==> config.mk <==
export PLATFORM = sky130hd
export DESIGN_NAME = bus_hold_arbiter
export DESIGN_NICKNAME = d
export VERILOG_FILES = /design/src/rtl/bus_hold_arbiter.sv
export SDC_FILE = /design/constraint.sdc
export NUM_CORES = 1
export LEC_CHECK = 0
export CORE_ASPECT_RATIO = 0.6
export CORE_MARGIN = 2
export CORE_UTILIZATION = 36
export CTS_CLUSTER_DIAMETER = 30
export DETAILED_ROUTE_END_ITERATION = 8
export GPL_ROUTABILITY_DRIVEN = 0
export HOLD_SLACK_MARGIN = 0.15
export PLACE_DENSITY_LB_ADDON = 0.3
export SLEW_MARGIN = 10
export SYNTH_ARGS = -nofsm -noshare
export SYNTH_HDL_FRONTEND = slang
export SYNTH_SLANG_ARGS = --single-unit
export TNS_END_PERCENT = 1
==> constraint.sdc <==
create_clock -name clk -period 5.65 [get_ports clk]
set_input_delay 1.695 -clock clk [delete_from_list [all_inputs] [get_ports clk]]
set_output_delay 1.695 -clock clk [all_outputs]
set_load 0.02 [all_outputs]
==> src/rtl/bus_hold_arbiter.sv <==
// Round-robin arbiter that borrows the 8088 bus through HOLD/HLDA and steers
// the granted master's RAM port onto the shared RAM, otherwise the CPU's.
module bus_hold_arbiter #(
    parameter int unsigned NREQ = 2,
    parameter int unsigned AW   = 14,
    parameter int unsigned DW   = 8,
    parameter int unsigned GAP  = 2
) (
    input  logic                 clk,
    input  logic                 rst,
    input  logic [NREQ-1:0]      req,
    output logic [NREQ-1:0]      gnt,
    output logic                 cpu_hold,
    input  logic                 cpu_hlda,
    input  logic [AW-1:0]        cpu_ram_addr,
    input  logic [DW-1:0]        cpu_ram_data,
    input  logic                 cpu_ram_wren,
    input  logic [NREQ*AW-1:0]   m_ram_addr,
    input  logic [NREQ*DW-1:0]   m_ram_data,
    input  logic [NREQ-1:0]      m_ram_wren,
    output logic [AW-1:0]        ram_addr,
    output logic [DW-1:0]        ram_data,
    output logic                 ram_wren,
    output logic                 busy
);

    localparam int unsigned LW = (NREQ > 1) ? $clog2(NREQ) : 1;

    localparam logic [2:0] StIdle     = 3'd0;
    localparam logic [2:0] StHoldWait = 3'd1;
    localparam logic [2:0] StGrant    = 3'd2;
    localparam logic [2:0] StRelease  = 3'd3;
    localparam logic [2:0] StGapWait  = 3'd4;

    logic [2:0]      state_q, state_d;
    logic [LW-1:0]   winner_q, winner_d;
    logic [LW-1:0]   last_q, last_d;
    logic [NREQ-1:0] gnt_q, gnt_d;
    logic            hold_q, hold_d;
    logic [3:0]      gap_q, gap_d;

    logic [LW-1:0]   pick;
    logic [NREQ-1:0] req_sh, gnt_sh;
    logic            req_w, sel_m;

    // First set request searching upward from last+1, wrapping modulo NREQ.
    function automatic logic [LW-1:0] next_winner(input logic [NREQ-1:0] r,
                                                  input logic [LW-1:0]   last);
        logic [LW-1:0]   w;
        logic            found;
        logic [NREQ-1:0] sh;
        int unsigned     idx;
        w     = last;
        found = 1'b0;
        for (int unsigned k = 1; k <= NREQ; k++) begin
            idx = (32'(last) + k) % NREQ;
            sh  = r >> idx;
            if (!found && sh[0]) begin
                w     = LW'(idx);
                found = 1'b1;
            end
        end
        return w;
    endfunction

    always_comb begin
        pick   = next_winner(req, last_q);
        req_sh = req >> winner_q;
        req_w  = req_sh[0];
    end

    always_comb begin
        state_d  = state_q;
        winner_d = winner_q;
        last_d   = last_q;
        gnt_d    = gnt_q;
        hold_d   = hold_q;
        gap_d    = gap_q;
        case (state_q)
            StIdle: begin
                if (|req) begin
                    winner_d = pick;
                    hold_d   = 1'b1;
                    state_d  = StHoldWait;
                end
            end
            StHoldWait: begin
                if (cpu_hlda) begin
                    if (req_w) begin
                        gnt_d   = NREQ'(1) << winner_q;
                        last_d  = winner_q;
                        state_d = StGrant;
                    end else begin
                        // Abandoned request: give the bus back without advancing last.
                        hold_d  = 1'b0;
                        state_d = StRelease;
                    end
                end
            end
            StGrant: begin
                if (!cpu_hlda || !req_w) begin
                    gnt_d   = '0;
                    hold_d  = 1'b0;
                    state_d = StRelease;
                end
            end
            StRelease: begin
                if (!cpu_hlda) begin
                    if (GAP == 0) begin
                        state_d = StIdle;
                    end else begin
                        gap_d   = 4'(GAP);
                        state_d = StGapWait;
                    end
                end
            end
            StGapWait: begin
                gap_d = gap_q - 4'd1;
                if (gap_q <= 4'd1) begin
                    state_d = StIdle;
                end
            end
            default: begin
                state_d = StIdle;
                gnt_d   = '0;
                hold_d  = 1'b0;
            end
        endcase
    end

    always_ff @(posedge clk) begin
        if (rst) begin
            state_q  <= StIdle;
            winner_q <= '0;
            last_q   <= LW'(NREQ - 1);
            gnt_q    <= '0;
            hold_q   <= 1'b0;
            gap_q    <= '0;
        end else begin
            state_q  <= state_d;
            winner_q <= winner_d;
            last_q   <= last_d;
            gnt_q    <= gnt_d;
            hold_q   <= hold_d;
            gap_q    <= gap_d;
        end
    end

    // The CPU may never write while it has floated the bus.
    always_comb begin
        gnt_sh = gnt_q >> winner_q;
        sel_m  = (state_q == StGrant) && gnt_sh[0];
        if (sel_m) begin
            ram_addr = m_ram_addr[32'(winner_q) * AW +: AW];
            ram_data = m_ram_data[32'(winner_q) * DW +: DW];
            ram_wren = m_ram_wren[winner_q];
        end else begin
            ram_addr = cpu_ram_addr;
            ram_data = cpu_ram_data;
            ram_wren = cpu_ram_wren & ~cpu_hlda;
        end
    end

    assign gnt      = gnt_q;
    assign cpu_hold = hold_q;
    assign busy     = (state_q != StIdle);

endmodule

==> qor.yml <==
slew_headroom_pct: 58.76
avgSynthCellArea_sq_um: 8.102
yosysTopAreaCellShare_pct: 19.31
tritoncts: "built"
synth_xor_area_share_pct: 1.351
finalSetupViolCount: 0
ctsHoldBuffers: 0
postCtsResizedCells: 0
grt-ovfl-total: 0
rsz0062_at_grt: "false"
worstSkewPairLatency_ns: 0.25
startpoint: "cpu_hlda"
maxCapViolCount: 0
drtIter0Drc: 72
critPathKind: "input pin to output port"
design_power_total_uw: 386.7
fin_area_sq_um: 2341
cts_buffers: 3
num_rows: 16
worst_setup_path_start_kind: "input pin"
vias_per_cell: 4.849
dpl_cell_area_sq_um: 2286
ys_seq_elements: 12
grt.total_usage_pct: 21.28
maxClockFrequency_ghz: 0.2029
routedWlPerCell_um: 14.27
worst_ep_required_time_ns: 3.95
drive_above_1_share_pct: 17.32
syn2layout_area_growth_pct: 80.60
min_path_type: "flop to flop"
met1_length_um: 1828
worstMarginPinSlew_ns: 0.6186
synth_fa_ha_area_share_pct: 1.931
grt_pass1_wl_um: 6658
synth.distinct_cells: 39
clk_pin_slew_worst_paths_ns: 0.05
ys_warn_count: 0
start_util_pct: 38.77
drc: 0
power.density_nw_per_um2: 165.2
leakage_uw: 0.0008180
die_h_um: 50.48
drt_wl_total_um: 4266
syn_inst: 160
cp_max_fo: 10
die_area_sq_um: 4112
synth_top_family_by_area: "simple AND/OR/NAND/NOR gates"
cts.sinks: 12
hold_start: "cpu_hold"
synth_mux_area_share_pct: 21.04
fillerInstances: 281
period_share_pct: 87.23
syn-num-nets: 236
nets: 331
portBuffers: 100
setup-tns-final_ns: 0
top_layer: "met4"
reg2reg_from: "winner_q"
cts-root-buf: "clkbuf_8"
first_pass_iters: 4
wl_met3_um: 238
hold_violations: 0
period_minus_slack_ns: 4.929
ir_drop_uv: 174.0
post_cts_buffers: 0
status: "complete, no violations"
seq_area_frac_synth_pct: 18.53
ios: 101
cp-end-kind: "output port"
core-area_sq_um: 3343
die_x_um: 81.47
syn_area_sq_um: 1296
synth_area_leaders: "mux2i_1 19%, dfxtp_1 19%, a21oi_2 11%, nor2_2 7.7%, a21oi_1 3.9%"
synth-simple-area-share_pct: 25.00
wl_met2_um: 2135
arrival_ns: 3.23
synth-compound-area-share_pct: 24.03
ctsHtreeMaxLevel: 1
via_count: 1450
ant_nets: 0
n_antenna_cell: 0
grt_max_degree: 47
grt_pass1_vias: 1402
antenna_found_initial: 0
hpwl_um: 3461
yosysTopAreaCell: "mux2i_1"
drv_slew: 0
clock-skew-final_ns: 0.001602
clock_path_buffers: 2
-- layout by cell type, fill, tap and decap left out --
| master | netlist | layout |
|---|---|---|
| a21boi_0 | 1 | 1 |
| mux2_2 | 2 | 2 |
| nor2_2 | 16 | 16 |
| and4bb_2 | 1 | 1 |
| nor2b_1 | 1 | 1 |
| and3b_1 | 1 | 1 |
| clkdlybuf4s50_1 | 0 | 100 |
| inv_1 | 6 | 6 |
| xor2_1 | 2 | 2 |
| buf_4 | 1 | 2 |
| o22a_1 | 1 | 1 |
| nor4b_4 | 1 | 1 |
| a211oi_1 | 1 | 1 |
| o41ai_1 | 1 | 1 |
| a32oi_1 | 1 | 1 |
| a22oi_1 | 1 | 1 |
| nor3b_2 | 1 | 1 |
| or2_1 | 1 | 1 |
| nand3b_1 | 1 | 1 |
| a32o_1 | 2 | 2 |
| or2_2 | 1 | 1 |
| clkbuf_8 | 0 | 4 |
| nand3_1 | 1 | 1 |
| mux2i_1 | 25 | 25 |
| a31oi_1 | 1 | 1 |
| a21oi_1 | 10 | 10 |
| o32ai_1 | 1 | 1 |
| o211ai_1 | 1 | 1 |
| ha_1 | 2 | 2 |
| nor3_1 | 9 | 9 |
| o21ai_1 | 1 | 1 |
| o21ai_0 | 5 | 5 |
| nand2b_1 | 3 | 3 |
| nand2_1 | 7 | 7 |
| a21oi_2 | 16 | 16 |
| dfxtp_1 | 12 | 12 |
| nor2_1 | 12 | 12 |
-- synthesized netlist by cell type --
cell,number
o41ai_1,1
nand3b_1,1
nor3_1,9
clkbuf_1,3
a31oi_1,1
nand2b_1,3
buf_1,1
nand2_1,7
a32oi_1,1
a32o_1,2
nor3b_2,1
or2_2,1
dfxtp_1,12
a21boi_0,1
xor2_1,2
a21oi_1,10
or2_1,1
ha_1,2
nor2b_1,1
o32ai_1,1
and3b_1,1
a21oi_2,16
mux2_2,2
buf_4,1
mux2i_1,25
o21ai_0,5
o211ai_1,1
buf_2,3
and4bb_2,1
o22a_1,1
nand3_1,1
nor2_1,12
buf_6,4
a211oi_1,1
o21ai_1,1
a22oi_1,1
nor2_2,16
inv_1,6
nor4b_4,1
-- area by class of cell --
cell class              count  area [sq um]  area share, %
flip-flops and latches     12         240.2          10.26
inverters                   6         22.52         0.9621
well taps                  45         56.30          2.405
clock buffers               4         55.05          2.352
repair buffers            102          1016          43.40
multi-input cells         130         950.9          40.62
-- through the flow --
step	cells	worst slack, ns	hold WS [ns]	util (%)
6_report	299	0.7213	0.5196	70.02
5_1_grt	299	0.6330	0.5647	70.02
4_1_cts	299	0.7236	0.5274	70.02
3_5_place_dp	295	0.7359	0.5095	68.38
3_3_place_gp	295	0.7401	0.4990	68.38
2_1_floorplan	160	1.621	0.5246	-
-- state kept, by name (all words and copies together), names as in the netlist --
signal    count
state_q       3
gnt           2
last_q        1
cpu_hold      1
winner_q      1
gap_q         4
-- metal layers --
| metal | vias to the layer above | GRT usage [%] |
|---|---|---|
| met5 | - | 0 |
| met1 | 633 | 25.35 |
| li1 | 761 | - |
| met3 | 11 | 7.014 |
| met2 | 45 | 36.89 |
| met4 | 0 | 5.085 |
-- worst max-delay path: stages --
cell and delay, ns:
clkdlybuf4s50_1 0.56, nand2b_1 0.24, o21ai_1 0.13, clkdlybuf4s50_1 0.62
-- power by group --
| group | switching (uW) | internal [uW] |
|---|---|---|
| clock | 34.0 | 61.7 |
| sequential | 12.4 | 92.5 |
| combinational | 79.1 | 107 |
-- cell families (layout without fill, tap and decap cells) --
kind of cell,Yosys count,after routing
flip-flops,12,12
multiplexers,27,27
XOR/XNOR,2,2
AND/OR/NAND/NOR,56,56
buffers and inverters,18,112
adder cells (fa/ha/maj),2,2
AO/OA/AOI/OAI,43,43
-- path summary, 6_finish.rpt --
check                  end  slack [ns]  depth (start not counted)
setup / recovery  ram_wren        0.72                          4
hold / removal    cpu_hold        0.52                          2
setup reg to reg    gnt[1]        3.82                          5
hold reg to reg   cpu_hold        0.52                          2
Note: power is estimated with default switching activity, not from simulation.
